**src/rtl/cache_mgmt_unit.sv**
```systemverilog
// Cache management unit: sequences lookup, dirty-victim write-back and line fill
// between the CPU memory stage and a 2-way set-associative cache array.
module cache_mgmt_unit #(
  parameter int ADDR_BITS       = 32,
  parameter int TAG_BITS        = 23,
  parameter int SET_INDEX_WIDTH = 5,
  parameter int LINE_WORDS      = 4
) (
  input  logic                 clk,
  input  logic                 rst,
  input  logic                 en_r,
  input  logic                 en_w,
  input  logic [ADDR_BITS-1:0] addr_rw,
  input  logic [2:0]           u_b_h_w,
  input  logic [31:0]          data_w,
  output logic [31:0]          data_r,
  output logic                 stall,
  output logic [ADDR_BITS-1:0] cache_addr,
  output logic                 cache_load,
  output logic                 cache_store,
  output logic                 cache_edit,
  output logic [2:0]           cache_u_b_h_w,
  output logic [31:0]          cache_din,
  input  logic                 cache_hit,
  input  logic                 cache_valid,
  input  logic                 cache_dirty,
  input  logic [TAG_BITS-1:0]  cache_tag,
  input  logic [31:0]          cache_dout,
  output logic                 mem_cs_o,
  output logic                 mem_we_o,
  output logic [ADDR_BITS-1:0] mem_addr_o,
  output logic [31:0]          mem_data_o,
  input  logic [31:0]          mem_data_i,
  input  logic                 mem_ack_i,
  output logic [31:0]          hit_cnt,
  output logic [31:0]          miss_cnt
);

  localparam int OFFSET_BITS = $clog2(LINE_WORDS);
  localparam logic [OFFSET_BITS-1:0] LAST_WORD = OFFSET_BITS'(LINE_WORDS - 1);

  typedef enum logic [1:0] {IDLE, CHECK, BACK, FILL} state_e;

  state_e                       state_q, state_d;
  logic [OFFSET_BITS-1:0]       word_cnt_q, word_cnt_d;
  logic                         rd_ok_q, rd_ok_d;
  logic [TAG_BITS-1:0]          req_tag_q, req_tag_d;
  logic [TAG_BITS-1:0]          vtag_q, vtag_d;
  logic [SET_INDEX_WIDTH-1:0]   index_q, index_d;
  logic [31:0]                  hit_cnt_q, hit_cnt_d;
  logic [31:0]                  miss_cnt_q, miss_cnt_d;

  logic                         req;
  logic [ADDR_BITS-1:0]         line_addr;
  logic [ADDR_BITS-1:0]         victim_addr;

  assign req         = en_r | en_w;
  assign line_addr   = {req_tag_q, index_q, word_cnt_q, 2'b00};
  assign victim_addr = {vtag_q, index_q, word_cnt_q, 2'b00};
  assign stall       = req & ~((state_q == CHECK) & cache_hit);
  assign hit_cnt     = hit_cnt_q;
  assign miss_cnt    = miss_cnt_q;

  // NOTE: every output and next-state value gets a default before the case,
  // so no path through this block leaves a variable unassigned (no latches).
  always_comb begin
    state_d       = state_q;
    word_cnt_d    = word_cnt_q;
    rd_ok_d       = 1'b0;
    req_tag_d     = req_tag_q;
    vtag_d        = vtag_q;
    index_d       = index_q;
    hit_cnt_d     = hit_cnt_q;
    miss_cnt_d    = miss_cnt_q;
    data_r        = '0;
    cache_addr    = '0;
    cache_load    = 1'b0;
    cache_store   = 1'b0;
    cache_edit    = 1'b0;
    cache_u_b_h_w = '0;
    cache_din     = '0;
    mem_cs_o      = 1'b0;
    mem_we_o      = 1'b0;
    mem_addr_o    = '0;
    mem_data_o    = '0;

    unique case (state_q)
      IDLE: begin
        if (req) begin
          cache_addr    = addr_rw;
          cache_load    = en_r & ~en_w;
          cache_edit    = en_w;
          cache_din     = data_w;
          cache_u_b_h_w = u_b_h_w;
          state_d       = CHECK;
        end
      end

      CHECK: begin
        if (cache_hit) begin
          data_r    = cache_dout;
          hit_cnt_d = hit_cnt_q + 32'd1;
          state_d   = IDLE;
        end else begin
          miss_cnt_d = miss_cnt_q + 32'd1;
          req_tag_d  = addr_rw[ADDR_BITS-1 -: TAG_BITS];
          index_d    = addr_rw[OFFSET_BITS+2 +: SET_INDEX_WIDTH];
          vtag_d     = cache_tag;
          word_cnt_d = '0;
          state_d    = (cache_valid & cache_dirty) ? BACK : FILL;
        end
      end

      BACK: begin
        // The cache returns the addressed victim word one cycle later, so the
        // memory request waits for rd_ok after each word_cnt change.
        cache_addr = line_addr;
        rd_ok_d    = 1'b1;
        mem_cs_o   = rd_ok_q;
        mem_we_o   = 1'b1;
        mem_addr_o = victim_addr;
        mem_data_o = cache_dout;
        if (rd_ok_q && mem_ack_i) begin
          rd_ok_d    = 1'b0;
          word_cnt_d = word_cnt_q + 1'b1;
          if (word_cnt_q == LAST_WORD) state_d = FILL;
        end
      end

      FILL: begin
        mem_cs_o   = 1'b1;
        mem_addr_o = line_addr;
        if (mem_ack_i) begin
          cache_store   = 1'b1;
          cache_addr    = line_addr;
          cache_din     = mem_data_i;
          cache_u_b_h_w = 3'b010;
          word_cnt_d    = word_cnt_q + 1'b1;
          if (word_cnt_q == LAST_WORD) state_d = IDLE;
        end
      end
    endcase
  end

  // NOTE: state registers use non-blocking assignments so every flop samples
  // the values from before the edge, independent of statement order.
  always_ff @(posedge clk) begin
    if (rst) begin
      state_q    <= IDLE;
      word_cnt_q <= '0;
      rd_ok_q    <= 1'b0;
      req_tag_q  <= '0;
      vtag_q     <= '0;
      index_q    <= '0;
      hit_cnt_q  <= '0;
      miss_cnt_q <= '0;
    end else begin
      state_q    <= state_d;
      word_cnt_q <= word_cnt_d;
      rd_ok_q    <= rd_ok_d;
      req_tag_q  <= req_tag_d;
      vtag_q     <= vtag_d;
      index_q    <= index_d;
      hit_cnt_q  <= hit_cnt_d;
      miss_cnt_q <= miss_cnt_d;
    end
  end

endmodule
```
**config.mk**
```make
export PLATFORM = sky130hd
export DESIGN_NAME = cache_mgmt_unit
export DESIGN_NICKNAME = d
export VERILOG_FILES = /design/src/rtl/cache_mgmt_unit.sv
export SDC_FILE = /design/constraint.sdc
export NUM_CORES = 1
export LEC_CHECK = 0
export CAP_MARGIN = 30
export CORE_AREA = 4 4 152 154
export CTS_BUF_LIST = sky130_fd_sc_hd__clkbuf_8
export CTS_CLUSTER_DIAMETER = 40
export DETAILED_ROUTE_END_ITERATION = 10
export DIE_AREA = 0 0 156 158
export PLACE_DENSITY = 0.67
export REMOVE_ABC_BUFFERS = 1
export SETUP_SLACK_MARGIN = 0.3
export SYNTH_ARGS = -nofsm -noshare
export SYNTH_HDL_FRONTEND = slang
export SYNTH_SLANG_ARGS = --single-unit
```
**constraint.sdc**
```tcl
create_clock -name clk -period 6.1 [get_ports clk]
set_clock_uncertainty 0.1 [all_clocks]
set_input_delay 1.22 -clock clk [delete_from_list [all_inputs] [get_ports clk]]
set_output_delay 1.22 -clock clk [all_outputs]
set_load 0.005 [all_outputs]
```
======== After elaboration in Yosys (flattened, before gate mapping) ========
Index checks and enable logic that the tools add are counted.
operators by class
  $add $sub $neg .......................... 3
  eq/ne operators ......................... 10
  mux-type cells .......................... 34
  bitwise logic cells ..................... 9
  reductions and logical operators ........ 8
operators with widths
  operator                 number
  $mux W32                 7
  $pmux W32 S2             2
  $pmux W32 S3             1
  $add A32 B1 Y32 const B  2
  $mux W2                  10
  $ne A2 B2 Y1 const B     6
  $mux W1                  9
  $pmux W2 S4              1
  $eq A2 B2 Y1 const B     3
  $pmux W2 S3              1
  $pmux W3 S2              1
  $reduce_and A5 Y1        1
  $and A1 B1 Y1            4
  $not A1 Y1               4
  $reduce_and A2 Y1        2
  $reduce_and A4 Y1        1
  $mux W3                  1
  $reduce_bool A3 Y1       1
  $add A2 B1 Y2 const B    1
  $eq A2 B1 Y1 const B     1
  $logic_not A2 Y1         1
  $pmux W1 S2              1
  $reduce_or A2 Y1         1
  $logic_and A1 B1 Y1      1
  $or A1 B1 Y1             1
storage, ports and cells
  register bits ........................... 120
  input bits .............................. 162
  logic and storage cells ................. 72

======== Depth between registers and ports, before layout ========
  depth in word-level cells ............... 4
  gate-level depth with buffers ........... 8
  depth with buffers taken out ............ 6

======== Least setup slack after synthesis ========
Ideal clock, no wire load.
  path kind ............................... input port to output port
  start ................................... input mem_ack_i
  end ..................................... output cache_addr[11]
  arrival ................................. 2.311 ns
  data required time ...................... 4.780 ns
  setup slack ............................. 2.469 ns
  stages on the path ...................... 7
  path buffers ............................ 3
  cell sequence ........................... and2_1 -> clkbuf_1 -> or2_2 -> clkbuf_1 -> clkbuf_1 -> a22oi_1 -> nor2_1
on the way
  word-level cells in the longest chain between the ends .. 2
RTL lines
  item                line  text
  start: declaration  34    input logic mem_ack_i,
  $mux W32            133   if (mem_ack_i) begin
  $pmux W32 S3        87    unique case (state_q)
  end: declaration    18    output logic [ADDR_BITS-1:0] cache_addr,
No other way between the ends.

======== Final worst setup path ========
  start ................................... input mem_ack_i
  end ..................................... output cache_addr[25]
Same word-level chain as after synthesis.

==> metrics <==
outcome=finished, final reports clean; dominant combinational cell family by area after synthesis=simple AND/OR/NAND/NOR gates; H-tree level count=4; clock group share of total power=27.5%; routed wirelength normalized by instance count=18.53 um; post-synthesis compound-gate area fraction=between 20% and 30%; cell leakage power=0.003984 uW; element type at the critical path start=input port; overall power=approximately 2500 uW; gp weighted congestion=roughly 0.9; Crit Path Class=input port to output port; Sequential Power Share=between 30% and 40%; flip-flop cell with the highest count after synthesis=dfxtp_1; final total negative setup slack=0 ns; unrepaired setup endpoints after global routing=no; Row Count=54; wire length after detailed routing=approximately 28 mm; drt drc=0; post-synthesis share of cell area spent on full adders, half adders and majority gates=under 10%; buffer cell driving the clock tree root=clkbuf_8; combinational share of power=a little under two fifths; clock insertion delay at the later pin of the skew report=roughly 0.43 ns; simple logic cell fraction of the synthesized area=a little under a third; Iter 0 DRT Violations=approximately 450; count of distinct cell types in the synthesized netlist=between 40 and 50; endpoint arrival time on the critical path=around 3.7 ns; TritonCTS Sinks=120; sequential-to-total area share from yosys stat=35.40%; Detail Route Antenna Nets=0; largest buffer count on any clock path=2; internal portion of total power=approximately 1700 uW; total congestion overflow after global routing=0; vias after detailed routing=7943; count of cells resized by post-cts repair=0; clock-pin slew on the worst setup and hold paths=about 0.080 ns; slack of the critical path=about 1.1 ns; number of register bits inferred by synthesis=120; data required time of the critical path=approximately 4.8 ns; Sw Share=between 30% and 40%; final hold violations=0; I/O pin count=around 400; number of max-slew violations in the final report=0; worst hold-check path type=flop to flop; Setup Buffers After CTS=0; Die ar.=0.02465 mm^2; via count of the first global-routing pass=7472; number of instances in the synthesized netlist=approximately 900; Worst Setup End Kind=output port; global-route wire length before repair=about 43 mm; worst reg-to-reg setup slack=about 2.9 ns; overall die width=around 160 um; pin slew with the least headroom to its limit=1.038 ns; length of the first detailed-routing pass in iterations=5; crit path time final=4.999 ns; standard cell core area=~0.022 mm^2; number of warning messages in the yosys log=0; mux contribution to synthesized area=between 1 and 1.5%; number of synthesized flops with an enable pin=0; maximum resistive drop on vdd=~0.13 mV; cell area after synthesis=a little under 0.007 mm^2; post-detail-place hpwl=roughly 21 mm; CTS tree=built; relative max-transition margin=about 31%; Die Y=approximately 160 um; P per Cell Area=223.9 mW/mm^2; ant diodes=0; maximum number of pins on one net before global-route repair=93; pre-CTS worst setup slack=between 1 and 1.5 ns; maximum frequency from static timing analysis=200.0 MHz; fraction of final layout cells with drive strength greater than 1=4.928%; total CTS buffers=17; number of antenna violations at the first check in global routing=1; ratio of routed vias to standard cells=5.164; Syn Area/Cell=7.531 um^2; Port-buffer cells=392; Post-synth ARST share=0%; maxcap violations=0; final-stage net count=approximately 1400; area growth from synthesis to final layout=65.78%; total net switching power=between 800 and 900 uW; share of the cycle needed by the critical path after routing=between 80% and 90%; starting utilization of the core area=~31%; biggest fanout along the worst timing path=34; number of endpoints failing setup at the final stage=0; quantity of hold-fixing buffers added after cts=0; xor/xnor share of the synthesized area=between 2 and 3%; global-route usage over all layers=between 20% and 30%
## flip-flops by register name, indices dropped and copies added (netlist names), named ones only
name / flops
hit_cnt: 32
miss_cnt: 32
req_tag_q: 23
vtag_q: 23
index_q: 5
word_cnt_q: 2
rd_ok_q: 1
state_q: 1
## cells by family (layout without fill, tap and decap cells)
kind of cell / Yosys count / count (layout)
AO/OA/AOI/OAI: 223 / 223
buffers and inverters: 90 / 446
AND/OR/NAND/NOR: 427 / 427
multiplexers: 9 / 9
other: 1 / 2
XOR/XNOR: 20 / 20
adder cells (fa/ha/maj): 11 / 11
flip-flops: 120 / 120
## per-stage QoR
stage	cells	cell area, um^2	hold slack [ns]	util, %
4_1_cts	1538	11250	0.3586	51.86
3_5_place_dp	1507	10870	0.3485	50.12
5_1_grt	1538	11250	0.3784	51.86
2_1_floorplan	822	6471	0.3274	-
3_3_place_gp	1506	10840	0.3411	49.99
6_report	1538	11250	0.3558	51.86
## worst max-delay path, stage by stage
cell	delay, ns
clkdlybuf4s50_1	0.59
and2_1	0.16
buf_4	0.33
or2_2	0.52
a22oi_1	0.13
nor2_1	0.17
clkdlybuf4s50_1	0.53
## power by group through the flow
| stage | Sequential, uW | Clock, uW | Combinational [uW] |
|---|---|---|---|
| after floorplan | 872 | 0 | 371 |
| after global placement | 886 | 0 | 936 |
| after detailed placement | 885 | 0 | 957 |
| after CTS | 868 | 714 | 964 |
| after global routing | 874 | 749 | 1040 |
| final | 869 | 694 | 956 |
## area by class of cell
class / count / area, um^2
fill: 2087 / 10440
multi-input combinational: 692 / 4041
timing repair buffer: 405 / 4039
sequential: 120 / 2402
tap: 280 / 350.3
clock buffer: 18 / 247.7
clock inverter: 13 / 130.1
inverter: 10 / 37.54
## worst paths after layout
path,depth (start not counted),start,to
hold reg to reg,2,vtag_q[1]$_SDFFE_PP0P_,vtag_q[1]$_SDFFE_PP0P_
setup / recovery,7,mem_ack_i,cache_addr[25]
setup reg to reg,7,flop,hit_cnt[23]$_SDFFE_PP0P_
hold / removal,2,vtag_q[1]$_SDFFE_PP0P_,vtag_q[1]$_SDFFE_PP0P_
## cells in the mapped netlist (all sizes together), types with 6 or more instances
cell type  count  area [um^2]
xnor2          6        52.55
a22oi         61        457.9
and3          36        225.2
buf           13        66.31
dfxtp        120         2402
o31ai         23        172.7
inv           10        37.54
a21oi         94        470.5
ha            11        137.6
nand3         17        85.08
o21ai         13        65.06
xor2          14        122.6
and4           7        61.31
nor2          96        360.4
nor2b          9        56.30
and2          44        275.3
clkbuf        67        251.5
or3           11        68.82
nand4         23        143.9
nor3           7        35.03
nand2        130        488.0
or4           28        217.7
mux2           8        90.09
a22o          23        201.4
## metal layers
metal | wire length (um) | vias up | global-route usage, % | share of wire, %
met5 | 13 | - | 0 | 0.046
met2 | 13110 | 280 | 35.31 | 46
met1 | 12650 | 3738 | 29.62 | 44
met4 | 280 | 2 | 3.918 | 0.98
met3 | 2446 | 21 | 7.518 | 8.6
li1 | - | 3902 | - | -
## placed cells by master, fill, tap and decap left out, types with 2 or more instances in the layout
master,n
a21oi_1,94
a22o_1,23
a22oi_1,61
and2_1,44
and3_1,36
and4_1,7
buf_4,13
bufinv_16,2
clkbuf_8,18
clkdlybuf4s50_1,391
clkinv_2,4
clkinvlp_4,5
conb_1,2
dfxtp_1,120
ha_1,11
inv_1,11
mux2_2,8
nand2_1,130
nand2b_1,2
nand3_1,17
nand4_1,23
nor2_1,96
nor2b_1,8
nor3_1,7
nor3b_1,4
nor4_1,5
o21ai_0,13
o31ai_1,23
or3_1,11
or3b_2,2
or4_1,26
or4_4,2
xnor2_1,6
xor2_1,14
No activity file was read; power rests on OpenSTA's default activity.
